## src/rtl/wb_stage.sv

```systemverilog
// Writeback stage: registers the MEM result, formats big-endian load data,
// drives the register file write port, flags misaligned loads and counts
// retired instructions.
module wb_stage #(
  parameter int DATA_W = 32,
  parameter int ADDR_W = 5
) (
  input  logic              clk,
  input  logic              rst,
  input  logic              stall_i,
  input  logic              flush_i,
  input  logic              mem_valid_i,
  input  logic              mem_wreg_i,
  input  logic [ADDR_W-1:0] mem_wd_i,
  input  logic [DATA_W-1:0] mem_wdata_i,
  input  logic [2:0]        mem_ld_op_i,
  input  logic [1:0]        mem_addr_lo_i,
  input  logic [DATA_W-1:0] mem_rdata_i,
  output logic              we_o,
  output logic [ADDR_W-1:0] waddr_o,
  output logic [DATA_W-1:0] wdata_o,
  output logic              exc_align_o,
  output logic [31:0]       instret_o
);

  typedef enum logic [2:0] {
    LD_NONE = 3'b000,
    LD_LB   = 3'b001,
    LD_LBU  = 3'b010,
    LD_LH   = 3'b011,
    LD_LHU  = 3'b100,
    LD_LW   = 3'b101
  } ld_op_e;

  logic              wreg_q, wreg_d;
  logic [ADDR_W-1:0] waddr_q, waddr_d;
  logic [DATA_W-1:0] wdata_q, wdata_d;
  logic              exc_q, exc_d;
  logic [31:0]       instret_q, instret_d;

  logic              cap;
  logic              misaligned;
  logic [7:0]        ld_byte;
  logic [15:0]       ld_half;
  logic [DATA_W-1:0] fmt_data;

  // Load formatting and misalignment detection (big-endian: offset 0 is MSB)
  always_comb begin
    ld_byte    = 8'h00;
    ld_half    = 16'h0000;
    fmt_data   = mem_wdata_i;
    misaligned = 1'b0;
    case (mem_addr_lo_i)
      2'd0:    ld_byte = mem_rdata_i[31:24];
      2'd1:    ld_byte = mem_rdata_i[23:16];
      2'd2:    ld_byte = mem_rdata_i[15:8];
      default: ld_byte = mem_rdata_i[7:0];
    endcase
    ld_half = mem_addr_lo_i[1] ? mem_rdata_i[15:0] : mem_rdata_i[31:16];
    case (mem_ld_op_i)
      LD_LB:  fmt_data = {{24{ld_byte[7]}}, ld_byte};
      LD_LBU: fmt_data = {24'h000000, ld_byte};
      LD_LH: begin
        fmt_data   = {{16{ld_half[15]}}, ld_half};
        misaligned = mem_addr_lo_i[0];
      end
      LD_LHU: begin
        fmt_data   = {16'h0000, ld_half};
        misaligned = mem_addr_lo_i[0];
      end
      LD_LW: begin
        fmt_data   = mem_rdata_i;
        misaligned = (mem_addr_lo_i != 2'd0);
      end
      default: fmt_data = mem_wdata_i;
    endcase
  end

  // Next-state: bubble on flush/stall/invalid, else capture the instruction
  always_comb begin
    cap       = mem_valid_i & ~stall_i & ~flush_i;
    wreg_d    = 1'b0;
    waddr_d   = '0;
    wdata_d   = '0;
    exc_d     = 1'b0;
    instret_d = instret_q;
    if (cap) begin
      wreg_d    = mem_wreg_i & (mem_wd_i != '0) & ~misaligned;
      waddr_d   = mem_wd_i;
      wdata_d   = fmt_data;
      exc_d     = misaligned;
      instret_d = instret_q + 32'd1;
    end
  end

  // WB pipeline register and retired-instruction counter
  always_ff @(posedge clk or negedge rst) begin
    if (!rst) begin
      wreg_q    <= 1'b0;
      waddr_q   <= '0;
      wdata_q   <= '0;
      exc_q     <= 1'b0;
      instret_q <= '0;
    end else begin
      wreg_q    <= wreg_d;
      waddr_q   <= waddr_d;
      wdata_q   <= wdata_d;
      exc_q     <= exc_d;
      instret_q <= instret_d;
    end
  end

  assign we_o        = wreg_q;
  assign waddr_o     = waddr_q;
  assign wdata_o     = wdata_q;
  assign exc_align_o = exc_q;
  assign instret_o   = instret_q;

endmodule

```

## config.mk

```make
export PLATFORM = sky130hd
export DESIGN_NAME = wb_stage
export DESIGN_NICKNAME = d
export VERILOG_FILES = /design/src/rtl/wb_stage.sv
export SDC_FILE = /design/constraint.sdc
export NUM_CORES = 1
export LEC_CHECK = 0
export ABC_AREA = 1
export CORE_ASPECT_RATIO = 1.5
export CORE_MARGIN = 4
export CORE_UTILIZATION = 46
export CTS_CLUSTER_DIAMETER = 200
export DETAILED_ROUTE_END_ITERATION = 16
export PLACE_DENSITY = 0.81
export SETUP_SLACK_MARGIN = 0.05
export SLEW_MARGIN = 20
export SYNTH_ARGS = -nofsm -noshare
export SYNTH_HDL_FRONTEND = slang
export SYNTH_SLANG_ARGS = --single-unit
```

## constraint.sdc

```tcl
create_clock -name clk -period 1.6 [get_ports clk]
set_input_delay 0.32 -clock clk [delete_from_list [all_inputs] [get_ports clk]]
set_output_delay 0.32 -clock clk [all_outputs]
set_load 0.05 [all_outputs]
```

* Yosys cells after proc, flatten, opt, wreduce, memory -nomap -nowiden
Index checks and enable logic that the tools add are counted.
** Cells by class
- Add/subtract/negate cells :: 1
- Equal/unequal tests :: 7
- Multiplexer cells :: 8
- Bitwise logic cells :: 7
- Reduce and logical (&&, ||, !) cells :: 4
** Operators with widths (count)
- one-hot mux 32 bit (5 select lines) :: 1
- adder 32 x 1 -> 32 bit, second input constant :: 1
- two-way mux 32 bit :: 1
- one-hot mux 8 bit (3 select lines) :: 1
- two-way mux 16 bit :: 1
- == test 3 x 2 -> 1 bit, second input constant :: 2
- == test 3 bit, second input constant :: 2
- two-way mux 5 bit :: 1
- nonzero test 5 bit :: 1
- AND 1 bit :: 4
- == test 3 x 1 -> 1 bit, second input constant :: 1
- inverter 1 bit :: 3
- == test 2 x 1 -> 1 bit, second input constant :: 1
- == test 2 bit, second input constant :: 1
- logical NOT 2 bit :: 1
- two-way mux 1 bit :: 2
- one-hot mux 1 bit (2 select lines) :: 1
- nonzero test 2 bit :: 1
- OR reduction 2 bit :: 1
** Word-level totals
- Flip-flop bits (word level) :: 71
- Input port bits :: 80
- Output and inout port bits :: 71
- Word-level logic and storage cells :: 32

* Logic depth before layout (Yosys ltp)
Gate-level depths: netlist (run 1).
- Word-level depth :: 6
- Mapped depth :: 9
- Gate-level depth less buffers :: 9

* Least setup slack after synthesis (run 1)
OpenSTA, ideal clock, no wires.
- Kind :: reg2reg
- Start :: reg instret_q[1], in the netlist instret_o[1]
- End :: reg instret_q[14], in the netlist instret_o[14]
- Library setup time :: 0.142 ns
- Data arrival time :: 1.661 ns
- Required time :: 1.458 ns
- Path slack :: -0.203 ns
- Cell stages (with the launch flop) :: 8
- Buffers on the path :: 0
- Clock period less this slack :: 1.803 ns
- Path through :: dfrtp_1 > ha_1 > nand3_2 > nor2_2 > nand2_2 > nor2_4 > nand2_1 > xnor2_1
** On the way
- Word-level cells in the longest chain between the ends :: 1
** RTL lines
- start: declaration :: RTL line 39 : logic [31:0] instret_q, instret_d;
- start signal: assignment :: RTL line 109 : instret_q <= instret_d;
- adder 32 x 1 -> 32 bit :: RTL line 92 : instret_d = instret_q + 32'd1;
No other way between the ends.
A chain may end at the register's enable or synchronous reset.

* Worst setup path in the final report (run 1)
- Start :: reg instret_q[4], in the netlist instret_o[4]
- End :: reg instret_q[28], in the netlist instret_o[28]
The elaborated chain is that of the path after synthesis.

==> results of run 1 <==
-- final cells by class --
class / count / area, sq um / area share, %
clock buffers: 11 / 253 / 3.52
multi-input cells: 495 / 2400 / 33.4
repair buffers: 213 / 2260 / 31.5
inverters: 56 / 218 / 3.03
flip-flops and latches: 71 / 1810 / 25.2
well taps: 112 / 140 / 1.95
clock inverters: 5 / 104 / 1.45
-- cells in the mapped netlist (all sizes together) --
| cell | n |
|---|---|
| nand3 | 31 |
| nand4 | 5 |
| xnor2 | 4 |
| nor3 | 4 |
| xor2 | 12 |
| buf | 15 |
| o21ai | 75 |
| ha | 1 |
| and2 | 1 |
| nand2 | 211 |
| clkbuf | 9 |
| dfrtp | 71 |
| inv | 56 |
| a21oi | 32 |
| o211ai | 7 |
| nor2 | 112 |
-- per-layer routing --
layer | vias to the layer above | GRT usage, %
li1 | 2452 | -
met1 | 2380 | 30.9
met2 | 254 | 50.2
met3 | 58 | 4.95
met4 | 0 | 14.6
met5 | - | 0
-- per-stage QoR --
step           setup WS [ps]  utilization (%)  hold WS, ps  area, sq um
2_1_floorplan           50.5                -         24.4         4440
3_3_place_gp            -268             70.8          374         6590
3_5_place_dp            -298             70.8          385         6590
4_1_cts                 35.1             74.7         35.0         6950
5_1_grt                -41.7             77.2         42.9         7180
6_report                44.9             77.2         9.34         7180
-- logic make-up (layout without fill, tap and decap cells) --
kind of cell	Yosys count	in the layout	synth area share, %
adder cells (fa/ha/maj)	1	1	0.284
AND/OR/NAND/NOR	364	364	34.1
flip-flops	71	71	40.3
AO/OA/AOI/OAI	114	114	14.3
buffers and inverters	80	285	7.76
XOR/XNOR	16	16	3.18
-- sequential cells by signal (all words and copies together) (netlist names) --
signal / flops
exc_align_o: 1
we_o: 1
instret_o: 32
waddr_o: 5
wdata_o: 32
-- final timing paths --
kind,cells past startpoint,slack (ps),to,start
min,2,9,instret_o[7],rst
min reg2reg,1,520,instret_o[9],instret_o[9]
min in group clk,1,520,instret_o[9],instret_o[9]
max in group asynchronous,2,1230,instret_o[15],rst
max reg2reg,9,40,instret_o[28],instret_o[4]
max,9,40,instret_o[28],instret_o[4]
-- power breakdown --
| group | total [mW] | leakage [nW] | internal (mW) | switching, mW |
|---|---|---|---|---|
| clock network | 2.40 | 0.176 | 1.61 | 0.793 |
| registers | 2.05 | 0.935 | 1.90 | 0.149 |
| logic | 1.69 | 2.24 | 0.776 | 0.910 |
| total | 6.14 | 3.35 | 4.29 | 1.85 |
-- what timing repair did --
| action | 4_1_cts | 5_1_grt |
|---|---|---|
| resized for setup | 2 | 49 |
| endpoints found under the setup margin | 3 | 50 |
| buffers inserted | 0 | 14 |
| pin swaps | 0 | 3 |
-- critical path, cell delays in order (launching register included) --
cell and delay (ps):
dfrtp_2 430, nand2_1 170, nor2_2 250, nand2_1 130
nor2_2 170, nand2_1 80, nand2_1 60, nand2_1 50
nand2_1 50, nand2_1 50
==> impl.org, run 1 <==
** Status
- The flow ran to the end, and the final reports show no timing, DRC or antenna violations.

** Timing
- At the pin with the least slew margin, the transition time is between 400 and 500 ps.
- Adding up every negative setup slack in the final design gives 0 ps.
- Total of endpoints with negative setup slack in the final report :: 0
- Headroom to the max-slew limit came out at a little over 70%.
- Based on the critical path, the design can be clocked at up to 0.643 GHz.
- Max Transition Viols Final :: 0
- Worst clock skew on the final layout :: roughly 3.6 ps
- Post-layout min period :: 1560 ps
- The hold violation total from the final report is 0.
- Fin crit share :: 97.2%
- Setup repair after global routing could not meet its margin everywhere.

** Clock network
- The later pin in the worst-skew pair is clocked with a latency of 330 ps.
- Clock Path Buffers :: 2
- Clock net sink count :: between 70 and 80
- The root buffer cell chosen for the clock tree is clkbuf_16.
- H-tree lvl count :: 3
- After clock tree synthesis, the clock-pin slew on the worst setup and hold paths is 60 ps.
- Total CTS buffers :: 9
- TritonCTS built the clock tree.
- The number of hold buffers added after CTS was 0.

** Layout
- Leaving out fill and tap cells, the most frequent cell in the layout is nand2_1.
- Number of nets in the finished design :: a little over 900
- Relative to the synthesized area, the layout overhead comes to 63.1%.
- Number of diodes :: 0
- Leaving out fill and tap cells, the most frequent cells in the layout are 202 x nand2_1, 95 x buf_4, 83 x nor2_1, 75 x clkdlybuf4s50_1, 50 x o21ai_0.
- Cells with a size suffix above 1 make up between 20 and 30% of the layout.
- Excluding fillers, the count of instances in the completed layout stands at 963.
- The filler cells instantiated in the layout total 675.

** Route
- The detailed router used layers up to and including met4.
- The detailed router finished its first iteration with 270 violations.
- The detailed router put a total of 5750 microns of wire on met1.
- After detailed routing, the number of remaining DRC violations is 0.
- Wire segments on met2 add up to ~8300 microns in the final route.
- After detailed routing, the met3 layer carries 924 microns of wire.
- For this block, the via count after detailed routing is 5144.
- The pre-antenna-repair detailed-routing pass consisted of 5 iterations.
- Routed via count divided by cell count :: 5.34
- Detail-routed net length per standard cell :: 16.5 microns
- Final routed wirelength across all metal layers :: 15900 microns
- Antenna violation net count after detailed routing :: 0

** Die
- Starting density of the core :: 47.3%
- In this run the core area contains 43 standard-cell rows.
- The die is 87.9 microns wide.
- Core area :: 9310 sq um
- Io pins :: approximately 150
- Die Footprint :: ~11000 sq um
- The floorplan step set the die height to 128 microns.

** Place
- Counting tap cells, the placed design contains a total of 933 instances.
- Input and output buffers added on the ports amount to 150.
- At the end of routability-driven placement, the weighted congestion stood at 0.981.
- After legalization and detailed placement, the total HPWL measured 12000 microns.

** Synth
- Post-Syn Area :: between 4000 and 5000 sq um
- Sequential cell area fraction in the yosys report :: 40.3%
- Mean area per synthesized cell :: 6.82 sq um
- Synthesis produced a netlist with a net count of 727.
- The synthesized netlist contains 28 unique library cells.
- The synthesized design devotes to its leading area cell type 40.3% of total area.
- Instance count of the mapped netlist :: roughly 650
- For this run, the number of Yosys warnings is 0.
- FF+latch count, synth :: 71
- Cells taking the most area after synthesis :: dfrtp_1 40%, nand2_1 18%, nor2_1 8.8%, o21ai_0 5.8%, inv_1 4.2%
- Of all cell types, the one taking the most synthesized area is dfrtp_1.

** Pwr
- Peak VDD IR :: approximately 0.00080 V
- The analysis attributes to cell leakage a power of 3.35 nW.
- After layout, the design draws a total of between 6 and 7 mW.
- For this design the ratio of total power to cell area is 854 nW/um^2.

** Setup path
- The critical path in this run is classified as reg -> reg.
- STA classifies the critical path startpoint as a flop.
- Arrival time at the worst endpoint :: 1780 ps
- Worst Path Required :: 1820 ps
- Crit. End Element :: flop
- Worst-path maximum fanout :: 4

** Global route
- Via count of the first global-routing pass :: around 5200
- The number of antenna violations at the first check in global routing came to 0.
- The total overflow left after global routing is 0.
- Entering global routing, the biggest net connects 72 pins.
- Wire length of the first global-routing pass :: 24400 microns
- GRT Util Overall :: 28.1%

** Hold path
- The min-delay analysis places its worst path in the category in -> async.

** Run
- Maximum capacitance violations :: 0
(Power assumes the default switching activity.)
==> run 2, diff against run 1 <==
Settings changed: ABC_AREA 1 to 0, CORE_UTILIZATION 46 to 44, SLEW_MARGIN 20 to 25.
==> run 2 against run 1 <==
Effect of this change: the run now ends with setup timing left; first-iteration DRC count is 7.8% higher; fmax down 7.6%; flip-flop and latch count did not move.
==> impl.org, run 2 <==
** Timing
- Worst clock skew on the final layout :: 3.68 ps (was 3.57 ps)
- Setup repair after global routing missed its margin: yes (unchanged).
- Maximum clock frequency :: 0.594 GHz (was 0.643 GHz)
- The total of endpoints with negative setup slack in the final report was 9 (was 0).
- The share of the clock period used by the worst path came to 105% (was 97.2%).
- Post-layout min period :: 1680 ps (was 1560 ps)
- The worst path setup slack after routing came to -82.6 ps (was 44.9 ps).
- Normalized max-slew margin :: 70.9% (was 72.7%)
- The worst hold slack across all endpoints was 380 ps (was 9.34 ps).
- Max Transition Viols Final :: 0 (unchanged)
- Final count of hold timing violations :: 0 (unchanged)
- Worst Tran Pin Value :: 433 ps (was 410 ps)

** Clock network
- The TritonCTS clock tree was done (unchanged).
- Clk pin slew, worst setup/hold paths :: 60 ps (about the same)
- The maximum number of buffers from clock root to sink came to 2 (unchanged).
- H-tree lvl count :: 3 (unchanged)
- Clock latency reported for the late side of the worst-skew pair :: 320 ps (was 330 ps)
- The clock root buffer was clkbuf_16 (unchanged).
- The number of clock sinks was 71 (unchanged).
- The total CTS buffers is 9 (unchanged).

** Layout
- Fraction of final layout cells with drive strength greater than 1 :: 41.7% (was 28.0%)
- The area growth from synthesis to layout is 83.2% (was 63.1%).
- Number of nets in the finished design :: 717 (was 927)
- The number of filler instances in the final layout was 482 (was 675).
- The area used by multi-input combinational logic came to 2120 sq um (was 2400 sq um).
- Most common cell after layout, fill and taps aside :: buf_4 (was nand2_1)
- Most used cells in the layout excluding fill and tap cells :: 125 x buf_4, 67 x clkdlybuf4s50_1, 51 x dfrtp_1, 47 x a21oi_1, 41 x nand2_1 (was 202 x nand2_1, 95 x buf_4, 83 x nor2_1, 75 x clkdlybuf4s50_1, 50 x o21ai_0)
- The area taken by flip-flops and latches is 1800 sq um (was 1810 sq um).
- The post-layout instance area was 7100 sq um (was 7180 sq um).
- Number of diodes :: 0 (unchanged)

** Setup path
- The worst endpoint data arrival time came to 1920 ps (was 1780 ps).
- The terminus of the critical flop-to-flop path was instret_o[29] (was instret_o[28]).
- Category of the most critical setup path :: reg -> reg (unchanged)
- The launching element type of the critical path was a flop (unchanged).
- Crit. End Element :: flop (unchanged)
- The worst setup path startpoint is instret_o[4] (unchanged).
- The worst setup slack for register-to-register paths is -80 ps (was 40 ps).
- Endpoint of the worst setup timing path :: instret_o[29] (was instret_o[28])
- Worst R2R Path Depth :: 4 (was 9)
- The peak fanout along the critical path was 4 (unchanged).
- Worst Path Required :: 1840 ps (was 1820 ps)
- Reg-to-reg critical path startpoint :: instret_o[4] (unchanged)

** Route
- The routed via count came to 4257 (was 5144).
- The iteration-0 DRC count of the detailed router came to 291 (was 270).
- Detail-routed net length per standard cell :: 19.9 microns (was 16.5 microns)
- Post-route DRC :: 0 (unchanged)
- 1st-pass router iterations :: 6 (was 5)
- The via density per instance came to 5.69 (was 5.34).
- The overall routed net length is 14900 microns (was 15900 microns).
- The remaining antenna violation count after routing is 0 (unchanged).

** Synth
- Cell type contributing the most total cell area after synthesis :: dfrtp_1 (unchanged)
- The synthesized instance count is 393 (was 646).
- The mean instance size in the synthesized netlist is 9.87 sq um (was 6.82 sq um).
- Netlist cell types :: 43 (was 28)
- Primary FF master, synth :: dfrtp_1 (unchanged)
- Cells taking the most area after synthesis :: dfrtp_1 46%, a21oi_1 6.3%, xnor2_1 4.7%, mux4_2 4.6%, o21ai_0 4.5% (was dfrtp_1 40%, nand2_1 18%, nor2_1 8.8%, o21ai_0 5.8%, inv_1 4.2%)
- The synthesis warning total came to 0 (unchanged).
- Mapped Nets :: 474 (was 727)
- Sequential cell area fraction in the yosys report :: 45.8% (was 40.3%)
- Top cell types by occurrence after synthesis: 71 x dfrtp_1, 49 x a21oi_1, 41 x nand2_1, 35 x o21ai_0, 21 x xnor2_1 (was 206 x nand2_1, 103 x nor2_1, 71 x dfrtp_1, 51 x o21ai_0, 49 x inv_1).
- The area of the mapped netlist came to 3880 sq um (was 4400 sq um).
- The synthesis-stage register bit count was 71 (unchanged).
- Most instantiated library cell after synthesis :: dfrtp_1 (was nand2_1)
- Share of flip-flops with an asynchronous set or reset after synthesis :: 100% (unchanged)
- The proportion of netlist area held by the largest area contributor came to 45.8% (was 40.3%).
- Post-synth EDFFs :: 0 (unchanged)

** Global route
- Congestion Overflow GR :: 0 (unchanged)
- The number of antenna violations at the first check in global routing is 0 (unchanged).
- The total routing usage reported by global routing is 27.8% (was 28.1%).
- Maximum number of pins on one net before global-route repair :: 45 (was 72)
- Wire length of the first global-routing pass :: 22500 microns (was 24400 microns)
- The via count of the first global-routing pass is 4471 (was 5157).

** Place
- The HPWL after detailed placement was 11000 microns (was 12000 microns).
- Port buffer count :: 150 (unchanged)
- Final weighted congestion in routability-driven placement :: 0.977 (was 0.981)
- Area after DPL :: 6530 sq um (was 6590 sq um)

** Status
- Run status: complete, but fails checks (was finished clean).
- The checks that failed: setup timing.

** Pwr
- PwrDens :: 851 nW/um^2 (was 854 nW/um^2)
- The worst ir drop on vdd is 0.000759 V (was 0.000798 V).
- Leakage dissipation :: 3.15 nW (was 3.35 nW)

** Hold path
- Path category of the worst min-delay check :: in -> reg (was in -> async)

** Die
- The I/O pin total came to 151 (unchanged).
- Starting density of the core :: 45.5% (was 47.3%)
- The height of the die is 123 microns (was 128 microns).
- Number of placement rows :: 41 (was 43)
- The floorplan die area came to 10400 sq um (was 11200 sq um).
- The area of the placeable core came to 8520 sq um (was 9310 sq um).
- Die outline width :: 84.7 microns (was 87.9 microns)

** Run
- Maximum capacitance violations :: 0 (unchanged)
-- run 2: power by group --
group	internal, mW	total (mW)	switching [mW]
clock network	1.41	2.14	0.737
logic	0.920	1.88	0.963
registers	1.90	2.02	0.117
total	4.23	6.05	1.82
-- run 2: metal layers --
layer	track usage [%]	wire length, microns
met5	0	0
met4	14.0	663
met3	4.07	1020
met2	52.0	8090
met1	30.2	5080
-- run 2: worst min path at each step --
stage | start | endpoint | slack (ps) | cells after the start
after floorplan | rst | exc_align_o | 20 | 0
after global placement | rst | instret_o[26] | 320 | 2
after detailed placement | rst | instret_o[24] | 330 | 2
after CTS | mem_rdata_i[7] | wdata_o[7] | 360 | 3
after global routing | mem_rdata_i[7] | wdata_o[7] | 400 | 3
final | mem_rdata_i[7] | wdata_o[7] | 380 | 3
-- run 2: logic make-up after synthesis --
| logic type | synth area share, % |
|---|---|
| AO/OA/AOI/OAI | 19.0 |
| buffers and inverters | 4.00 |
| XOR/XNOR | 7.23 |
| multiplexers | 6.74 |
| AND/OR/NAND/NOR | 16.9 |
| flip-flops | 45.8 |
| adder cells (fa/ha/maj) | 0.323 |
-- run 2: cell type report --
class	count	share of cell area [%]
Clock inverter	5	1.14
Multi-Input combinational cell	287	29.9
Clock buffer	11	3.42
Inverter	8	0.423
Timing Repair Buffer	259	37.9
Sequential cell	71	25.4
Tap cell	107	1.88
-- run 2: through the flow --
stage               utilization (%)  total power [mW]  std cells  TNS, ps  setup WS [ps]
floorplan                         -              2.79        393    -2010           -209
global placement               76.6              3.74        722   -30430           -628
detailed placement             76.6              3.80        722   -33970           -703
CTS                            82.2              6.02        742     -187          -38.3
global route                   83.4              6.23        748    -1020           -136
finish                         83.4              6.05        748     -271          -82.6
-- run 2: worst max-delay path, cell delays in order, from the launching register on --
cell     delay [ps]
dfrtp_2         360
nand4_1         210
or4_4           640
nor3_4          210
xor2_1          180
-- run 2: what timing repair did --
item	4_1_cts	5_1_grt
hold buffers	1	0
gates cloned	1	3
endpoints found under the hold margin	27	0
endpoints found under the setup margin	60	53
pin swaps	6	3
setup buffers	2	5
resized for setup	41	30
==> run 3, diff against run 2 <==
Settings changed: REMOVE_ABC_BUFFERS set to 1, SLEW_MARGIN 25 to unset.
==> run 3 against run 2 <==
Effect of this change: the flow still finishes with violations (setup timing); sequential share of layout area down 0.28 points; worst hold slack better by 13 ps; clock skew up 1.4 ps; count of clock-buffer cells in the layout unchanged.
==> impl.org, run 3 (synthesis gave the netlist of run 2 again) <==
** Route
- Post-route DRC :: 0 (unchanged)
- The overall routed net length is 16900 microns (was 14900 microns).
- The post-detailed-route wirelength per cell was 22.1 microns (was 19.9 microns).
- The via density per instance is 5.76 (was 5.69).
- The routed via count came to 4390 (was 4257).
- 1st-pass router iterations :: 4 (was 6)
- The remaining antenna violation count after routing was 0 (unchanged).
- Initial DRC Count :: 229 (was 291)

** Status
- Run status: complete, but fails checks (unchanged).
- Failing checks :: setup timing (unchanged)

** Pwr
- Net switching power of the design :: 1.83 mW (was 1.82 mW)
- Sw Share :: 31.9% (was 30.0%)
- The proportion of power drawn by the clock network came to 32.5% (was 35.4%).
- The worst ir drop on vdd came to 0.000663 V (was 0.000759 V).
- The static leakage was 3.22 nW (was 3.15 nW).
- PwrDens :: 811 nW/um^2 (was 851 nW/um^2)
- The internal power came to 3.91 mW (was 4.23 mW).
- Sequential group share of total power :: 34.4% (was 33.4%)
- The proportion of power drawn by combinational gates is 33.1% (was 31.1%).

** Timing
- The worst path setup slack after routing came to -165 ps (was -82.6 ps).
- Setup repair after global routing missed its margin: yes (unchanged).
- Maximum clock frequency :: 0.567 GHz (was 0.594 GHz)
- The total of endpoints with negative setup slack in the final report was 24 (was 9).
- Total Neg Setup Slack :: -1680 ps (was -271 ps)
- Worst Tran Pin Value :: 343 ps (was 433 ps)
- The worst hold slack across all endpoints came to 393 ps (was 380 ps).
- The final max-slew violation count came to 0 (unchanged).
- Final count of hold timing violations :: 0 (unchanged)
- The worst clock skew was 5.04 ps (was 3.68 ps).
- Post-layout min period :: 1760 ps (was 1680 ps)
- The tightest slew margin relative to the limit was 77.0% (was 70.9%).
- Fin crit share :: 110% (was 105%)

** Setup path
- The kind of end point of the critical path is a flop (unchanged).
- The peak per-stage delay on the critical path was 580 ps (was 640 ps).
- The worst endpoint data arrival time is 2000 ps (was 1920 ps).
- Worst-path maximum fanout :: 4 (unchanged)
- Crit-path cells: nand4_1, buf_6, or4_4, nor3_2, xor2_1 (was nand4_1, or4_4, nor3_4, xor2_1).
- Critical path's slowest cell :: or4_4 (unchanged)
- The cell family contributing the most delay on the critical path is simple AND/OR/NAND/NOR gates (unchanged).
- Category of the most critical setup path :: reg -> reg (unchanged)
- The launching element type of the critical path is a flop (unchanged).
- The number of buffer and inverter stages on the critical path is 1 (was 0).
- Worst Path Required :: 1830 ps (was 1840 ps)

** Clock network
- The later-pin clock latency in the skew report came to 320 ps (about the same).
- The TritonCTS clock tree was done (unchanged).
- The clock transition time at the flip-flop clock pins of the worst setup and hold paths was 60 ps (about the same).
- The total CTS buffers was 9 (unchanged).
- H-tree lvl count :: 3 (unchanged)
- Clock Path Buffers :: 2 (unchanged)
- Clock net sink count :: 71 (unchanged)
- The clock root buffer is clkbuf_16 (unchanged).

** Global route
- Busiest grt layer :: met2 (unchanged)
- The via count of the first global-routing pass came to 4762 (was 4471).
- The remaining global-route overflow is 0 (unchanged).
- The global-route wire length before repair came to 24600 microns (was 22500 microns).
- The number of antenna violations at the first check in global routing is 0 (unchanged).
- The total routing usage reported by global routing was 30.4% (was 27.8%).
- Maximum number of pins on one net before global-route repair :: 38 (was 45)
- The met3 routing resource usage after global routing is 5.53% (was 4.07%).
- Met2 Resource Use GR :: 56.5% (was 52.0%)
- The met1 routing resource usage after global routing came to 33.4% (was 30.2%).

** Layout
- The number of antenna repair diodes was 0 (unchanged).
- Final Cell Area :: 7080 sq um (was 7100 sq um)
- The area growth from synthesis to layout came to 82.6% (was 83.2%).
- Number of nets in the finished design :: 733 (was 717)
- Core occupancy in the finished layout :: 83.2% (was 83.4%)
- Most used cells in the layout excluding fill and tap cells: 149 x buf_4, 71 x dfrtp_1, 66 x clkdlybuf4s50_1, 43 x a21oi_1, 41 x nand2_1 (was 125 x buf_4, 67 x clkdlybuf4s50_1, 51 x dfrtp_1, 47 x a21oi_1, 41 x nand2_1).
- The fraction of layout instances using a drive strength above 1 came to 41.5% (was 41.7%).
- The most frequent standard cell in the layout excluding fill and tap cells was buf_4 (unchanged).

** Place
- Port buffer count :: 150 (unchanged)
- The global placement routability congestion came to 0.946 (was 0.977).
- The pre-CTS setup slack is -716 ps (was -703 ps).
- Area after DPL :: 6410 sq um (was 6530 sq um)
- Half-perimeter wire length of the detailed placement result :: 11000 microns (about the same)

** Die
- Core area :: 8520 sq um (unchanged)
- Number of placement rows :: 41 (unchanged)
- Io pins :: 151 (unchanged)
- Starting density of the core :: 45.5% (unchanged)
- Die Footprint :: 10400 sq um (unchanged)
- Die outline width :: 84.7 microns (unchanged)
- Die Y :: 123 microns (unchanged)

** Hold path
- Path category of the worst min-delay check :: in -> reg (unchanged)

** Run
- Maximum capacitance violations :: 0 (unchanged)
[run 3: changes by cell type in the layout (fill, tap and decap cells not counted), moves of 4 or more]
cell / delta
dfrtp_1: +20
o21ai_1: -9
dfrtp_2: -20
buf_4: +24
clkbuf_2: +5
a21oi_1: -4
a21oi_2: +5
buf_12: -5
o21ai_0: +9
[run 3: area by class of cell]
type	count	area, sq um
clock buffers	11	253
flip-flops and latches	71	1780
repair buffers	275	2710
inverters	8	30.0
multi-input cells	287	2160
fillers	477	1430
clock inverters	3	20.0
well taps	107	134
[run 3: routing by layer]
layer | part of all wire (%) | wire, microns
met5 | 0 | 0
met1 | 34 | 5770
met3 | 7.0 | 1180
met4 | 5.0 | 835
met2 | 54 | 9070
[run 3: final timing paths]
| check | startpoint | end | slack (ps) | cells after the start |
|---|---|---|---|---|
| setup / recovery | instret_o[5] | instret_o[29] | -160 | 5 |
| hold / removal | mem_rdata_i[23] | wdata_o[23] | 390 | 4 |
| setup reg to reg | instret_o[5] | instret_o[29] | -160 | 5 |
| hold reg to reg | instret_o[31] | instret_o[31] | 490 | 1 |
| max in group asynchronous | rst | wdata_o[9] | 640 | 3 |
| min in group asynchronous | rst | instret_o[9] | 440 | 2 |
[run 3: power by group through the flow]
stage                     combinational (mW)  sequential, mW  clock (mW)
after CTS                               1.83            1.96        1.85
final                                   1.90            1.98        1.87
after floorplan                        0.330            2.36           0
after global placement                  1.71            1.98           0
after global routing                    2.00            1.99        1.96
after detailed placement                1.76            1.99           0
[run 3: worst min-delay path: stages]
cell and delay, ps:
clkbuf_2 100, buf_4 140, nand2_1 60, a21oi_1 60
[run 3: per-stage QoR]
stage	instances	total power, mW
global route	762	5.94
detailed placement	725	3.74
floorplan	366	2.69
finish	762	5.75
global placement	725	3.69
CTS	751	5.63
[run 3: timing repair]
action,4_1_cts,5_1_grt
endpoints found under the setup margin,62,56
hold buffers,1,0
endpoints found under the hold margin,22,0
buffers inserted,9,12
resized for setup,52,34
pin swaps,19,16
gates cloned,2,0
